--- config.mk ---
export PLATFORM = sky130hd
export DESIGN_NAME = quad_sqrt_flat
export DESIGN_NICKNAME = d
export VERILOG_FILES = /design/src/rtl/quad_sqrt_if.sv /design/src/rtl/quad_sqrt.sv /design/src/flat_wrapper.sv
export SDC_FILE = /design/constraint.sdc
export NUM_CORES = 1
export LEC_CHECK = 0
export BUFFER_PORTS_ARGS = -buffer_cell sky130_fd_sc_hd__buf_2
export CORE_MARGIN = 2
export CORE_UTILIZATION = 55
export DETAILED_ROUTE_END_ITERATION = 10
export GPL_ROUTABILITY_DRIVEN = 0
export GPL_TIMING_DRIVEN = 0
export PLACE_DENSITY = 0.73
export SLEW_MARGIN = 20
export SYNTH_ARGS = -nofsm -noshare
export SYNTH_HDL_FRONTEND = slang
export SYNTH_SLANG_ARGS = --single-unit
--- constraint.sdc ---
create_clock -name clk -period 5.72 [get_ports clk]
set_input_delay 1.144 -clock clk [delete_from_list [all_inputs] [get_ports clk]]
set_output_delay 1.144 -clock clk [all_outputs]
set_load 0.005 [all_outputs]
--- src/rtl/quad_sqrt_if.sv ---
// Valid/ready operand and result channels of the iterative square-root stage.
// The master drives the operand and accepts the result; the slave is the root engine.
interface quad_sqrt_if;
  logic        in_valid;
  logic        in_ready;
  logic [28:0] c;
  logic        out_valid;
  logic        out_ready;
  logic [14:0] q;
  logic        exact;

  modport master (
    output in_valid, c, out_ready,
    input  in_ready, out_valid, q, exact
  );

  modport slave (
    input  in_valid, c, out_ready,
    output in_ready, out_valid, q, exact
  );
endinterface

--- src/rtl/quad_sqrt.sv ---
// Restoring digit-by-digit square root of a 5.24 sum-of-squares, one root bit per cycle.
// Produces a 3.12 magnitude whose low fractional bits are cleared according to FWL_Q.
module quad_sqrt #(
  parameter int FWL_Q = 12
) (
  input logic        clk,
  input logic        rstn,
  quad_sqrt_if.slave bus
);

  localparam int DATA_W = 29;
  localparam int RAD_W  = 30;
  localparam int REM_W  = 17;
  localparam int ROOT_W = 15;

  typedef enum logic [1:0] {IDLE, CALC, DONE} state_t;

  state_t              state;
  logic [RAD_W-1:0]    rad;
  logic [REM_W-1:0]    rem;
  logic [ROOT_W-1:0]   root;
  logic [3:0]          cnt;
  logic                in_ready_r;
  logic                out_valid_r;
  logic [ROOT_W-1:0]   q_r;
  logic                exact_r;

  logic signed [19:0]  trial;
  logic [REM_W-1:0]    rem_nxt;
  logic [ROOT_W-1:0]   root_nxt;

  // Clears the fractional bits below FWL_Q; FWL_Q = 12 passes the root unchanged.
  function automatic logic [ROOT_W-1:0] trunc_q(input logic [ROOT_W-1:0] r);
    logic [ROOT_W-1:0] mask;
    mask = 15'h7fff << (12 - FWL_Q);
    return r & mask;
  endfunction

  // A negative trial means the next root bit is 0 and the partial remainder is kept.
  always_comb begin
    trial    = signed'({1'b0, rem, rad[RAD_W-1 -: 2]}) - signed'({3'b000, root, 2'b01});
    root_nxt = {root[ROOT_W-2:0], ~trial[19]};
    rem_nxt  = trial[19] ? {rem[REM_W-3:0], rad[RAD_W-1 -: 2]} : trial[REM_W-1:0];
  end

  always_ff @(posedge clk or negedge rstn) begin
    if (!rstn) begin
      state       <= IDLE;
      in_ready_r  <= 1'b1;
      out_valid_r <= 1'b0;
      rad         <= '0;
      rem         <= '0;
      root        <= '0;
      cnt         <= '0;
      q_r         <= '0;
      exact_r     <= 1'b0;
    end else begin
      case (state)
        IDLE: begin
          if (bus.in_valid) begin
            rad        <= {1'b0, bus.c};
            rem        <= '0;
            root       <= '0;
            cnt        <= 4'd14;
            state      <= CALC;
            in_ready_r <= 1'b0;
          end
        end
        CALC: begin
          rad  <= rad << 2;
          rem  <= rem_nxt;
          root <= root_nxt;
          if (cnt == 4'd0) begin
            q_r         <= trunc_q(root_nxt);
            exact_r     <= (rem_nxt == '0);
            state       <= DONE;
            out_valid_r <= 1'b1;
          end else begin
            cnt <= cnt - 4'd1;
          end
        end
        DONE: begin
          if (bus.out_ready) begin
            state       <= IDLE;
            out_valid_r <= 1'b0;
            in_ready_r  <= 1'b1;
          end
        end
        default: begin
          state       <= IDLE;
          in_ready_r  <= 1'b1;
          out_valid_r <= 1'b0;
        end
      endcase
    end
  end

  assign bus.in_ready  = in_ready_r;
  assign bus.out_valid = out_valid_r;
  assign bus.q         = q_r;
  assign bus.exact     = exact_r;

endmodule
--- src/flat_wrapper.sv ---
// flat-port wrapper written by rule: the top's interface ports become plain ports
module quad_sqrt_flat 
#(
  parameter int FWL_Q = 12
)
  (clk, rstn, bus_in_valid, bus_c, bus_out_ready, bus_in_ready, bus_out_valid, bus_q, bus_exact);
  quad_sqrt_if bus_i ();
  input logic clk;
  input logic rstn;
  input wire logic [$bits(bus_i.in_valid)-1:0] bus_in_valid;
  input wire logic [$bits(bus_i.c)-1:0] bus_c;
  input wire logic [$bits(bus_i.out_ready)-1:0] bus_out_ready;
  output wire logic [$bits(bus_i.in_ready)-1:0] bus_in_ready;
  output wire logic [$bits(bus_i.out_valid)-1:0] bus_out_valid;
  output wire logic [$bits(bus_i.q)-1:0] bus_q;
  output wire logic [$bits(bus_i.exact)-1:0] bus_exact;
  assign bus_i.in_valid = bus_in_valid;
  assign bus_i.c = bus_c;
  assign bus_i.out_ready = bus_out_ready;
  assign bus_in_ready = bus_i.in_ready;
  assign bus_out_valid = bus_i.out_valid;
  assign bus_q = bus_i.q;
  assign bus_exact = bus_i.exact;
  quad_sqrt #(.FWL_Q(FWL_Q)) u_core (.clk(clk), .rstn(rstn), .bus(bus_i));
endmodule
==> flow_summary.yaml <==
logic_synthesis:
  synth_seq_cells: 86
  synth_edf_count: 0
  ys_seq_area_share_pct: 45.39
  syn-cell-area_um2: 4745
  synthTopCellsByArea: "dfrtp_1 (45%), mux2i_1 (9.3%), nand2_1 (6.9%), o21ai_0 (6.8%), ha_1 (4.5%)"
  synth_cell_types: 63
  avgSynthCellArea_um2: 9.566
  synth_top_cell_by_area: "dfrtp_1"
  syn-num-nets: 546
  synth_top_area_share_pct: 44.83
  yosys_warnings: 0
  synth_flop_cell: "dfrtp_1"
  ys_async_sr_fraction_pct: 100.0
  synth_cells: 496
place:
  dp_cells: 652
  numPortBuffers: 50
  dp_hpwl_um: 7760
drt:
  drtPass1Iterations: 5
  antenna_left: 0
  drtIter0Drc: 182
  via_per_inst: 5.594
  wirelength_um: 10420
  wl_per_cell_um: 15.60
  via_count: 3737
  drc: 0
cells_and_area:
  drive_gt1_share_pct: 17.05
  area_growth_pct: 12.34
  fin_util_pct: 64.22
  layout_commonest_cell: "nand2_1"
  layout_common_cells: "nand2_1 (87), dfrtp_1 (85), o21ai_0 (64), buf_2 (51), mux2i_1 (44)"
  num-fill-cells: 720
  antennaDiodeCount: 0
  fin_cells: 668
  fin_nets: 608
global_routing:
  track_usage_pct: 23.37
  overflow: 0
  antenna_found_initial: 0
  grt_pass1_vias: 3811
  grt_max_degree: 50
  grt_pass1_wl_um: 17970
setup_path:
  crit_buf_inv: 0
  crit_family: "compound AO/OA/AOI/OAI gates"
  cp_cell_sequence: "ha_1 -> nor2b_1 -> o2111ai_1 -> a211o_1 -> a31oi_2 -> mux2_4 -> a211oi_1 -> nand4_1 -> nand2_1"
  rr_startpoint: "u_core.rem[0]$_DFFE_PN0P_"
  worst_setup_path_end_kind: "register"
  worst_setup_path_start_kind: "register"
  reg2reg_slack_ns: 2.89
  crit_fanout: 5
  crit_required_ns: 6.01
  max_stage_delay_ns: 0.44
  r2r_end: "u_core.bus.exact$_DFFE_PN0P_"
  worstSetupPathType: "register to register"
  cp_slowest_cell: "dfrtp_1"
  rr_worst_depth: 9
  critPathArrivalTime_ns: 3.13
timing:
  fin_tns_setup_ns: 0
  timing.slew.headroom_pct: 54.62
  tightest_slew_ns: 0.6807
  hold_viol_final: 0
  setup_viol: 0
  slew_violations: 0
  period_share_pct: 49.56
  rsz0062_at_grt: "no"
  finClkSkew_ns: 0.01147
  final.min_clock_period_ns: 2.835
  fmax_mhz: 352.8
power_and_ir_drop:
  pwr_density_cell_nw_per_um2: 707.4
  p_leak_nw: 2.570
  irDropWorstVdd_mv: 0.3778
die:
  ios: 51
  die_x_um: 96.88
  initial_core_util_pct: 57.17
  num_rows: 33
  core_um2: 8299
  die_h_um: 96.88
  dieArea_um2: 9386
cts:
  cts_setup_buffers: 0
  cts_inserted_buffers: 9
  insertion_delay_ns: 0.35
  cts_tree: "built"
  cts-root-buf: "clkbuf_8"
  clkSlewWorstSetupHoldPaths_ns: 0.09
  clkSinkCount: 86
  postCtsHoldBufs: 0
  h-tree-depth: 3
  ctsResizeCount: 0
  clockBufferDepth: 2
hold_path:
  hold_start: "u_core.bus.q[7]$_DFFE_PN0P_"
  hold-path-endpoint: "u_core.bus.q[7]$_DFFE_PN0P_"
  whs_path_depth: 2
  min-delay-path-class: "register to register"
run:
  maxCapViolations: 0
outcome:
  run_status: "finished, final reports clean"
[cells by family after synthesis]
kind of cell	Yosys count	synth area share [%]
buffers and inverters	52	4.931
XOR/XNOR	12	2.215
multiplexers	46	9.836
adder cells (fa/ha/maj)	17	4.483
flip-flops	86	45.39
AND/OR/NAND/NOR	147	14.72
AO/OA/AOI/OAI	136	18.43
[tightest hold or removal path, cell delays in order, from the launching register on]
cell	delay, ns
dfrtp_1	0.35
nand2_1	0.04
o21ai_0	0.06
[how the worst max path moves through the flow]
stage	start	endpoint	cells past startpoint
finish	u_core.rem[0]$_DFFE_PN0P_	u_core.bus.exact$_DFFE_PN0P_	9
CTS	u_core.rem[0]$_DFFE_PN0P_	u_core.bus.exact$_DFFE_PN0P_	9
floorplan	u_core.rem[0]$_DFFE_PN0P_	u_core.rem[16]$_DFFE_PN0P_	9
global route	u_core.rem[0]$_DFFE_PN0P_	u_core.bus.exact$_DFFE_PN0P_	9
global placement	rstn	u_core.rad[26]$_DFFE_PN0P_	1
detailed placement	bus_in_valid	u_core.rad[12]$_DFFE_PN0P_	6
[sequential cells by signal (all words and copies together), names as in the netlist]
signal and flops:
u_core.root 15, u_core.state 2, u_core.bus.in_ready 1, u_core.bus.out_valid 1
u_core.bus.q 15, u_core.rad 30, u_core.rem 17, u_core.bus.exact 1
u_core.cnt 4
[layout make-up]
| class | count | area, um^2 | share of cell area (%) |
|---|---|---|---|
| inverters | 27 | 101.3 | 1.901 |
| clock inverters | 6 | 43.79 | 0.8216 |
| multi-input cells | 358 | 2357 | 44.23 |
| repair buffers | 51 | 272.8 | 5.117 |
| clock buffers | 10 | 137.6 | 2.582 |
| well taps | 105 | 131.4 | 2.465 |
| flip-flops and latches | 86 | 2153 | 40.40 |
| plain buffers | 25 | 132.6 | 2.488 |
[report_power, final]
group,switching [mW],total (mW),internal [mW]
Combinational,1.30,2.29,0.990
Clock,0.224,0.397,0.173
Sequential,0.188,1.08,0.896
[Yosys cell counts, types with 3 or more instances]
cell       number
o21a_1          3
nand2b_1        4
a211oi_1        3
inv_1          27
clkbuf_1       14
nor2b_1         6
o2111ai_1       3
o21bai_1        3
a22o_1          5
o211ai_1        3
xnor2_1         9
nor4_1          3
nor2_1         13
nor3_1          7
a21o_1          6
nand3_1         4
ha_1           17
xor2_1          3
nand4_1         3
buf_6           3
and2_1          3
nand2_1        87
o21ai_1        15
dfrtp_1        85
a21oi_1        15
buf_1           4
mux2i_1        44
o21ai_0        64
[stage by stage]
step	hold slack (ns)	instance area [um^2]	total power [mW]	worst slack, ns
after floorplan	0.4496	4745	2.843	3.366
after global placement	0.4595	5126	3.280	2.782
after detailed placement	0.4651	5149	3.368	2.851
after CTS	0.4861	5330	3.778	2.933
after global routing	0.5002	5330	4.113	2.725
final	0.4831	5330	3.770	2.885
[layer usage]
layer  up-vias  global-route usage, %  share of wire, %
li1       1867                      -                 -
met1      1782                  30.98                46
met2        80                  39.48                49
met3         8                  5.058               4.7
met4         0                  5.417              0.84
met5         -                      0                 0
No activity file was read; power rests on OpenSTA's default activity.
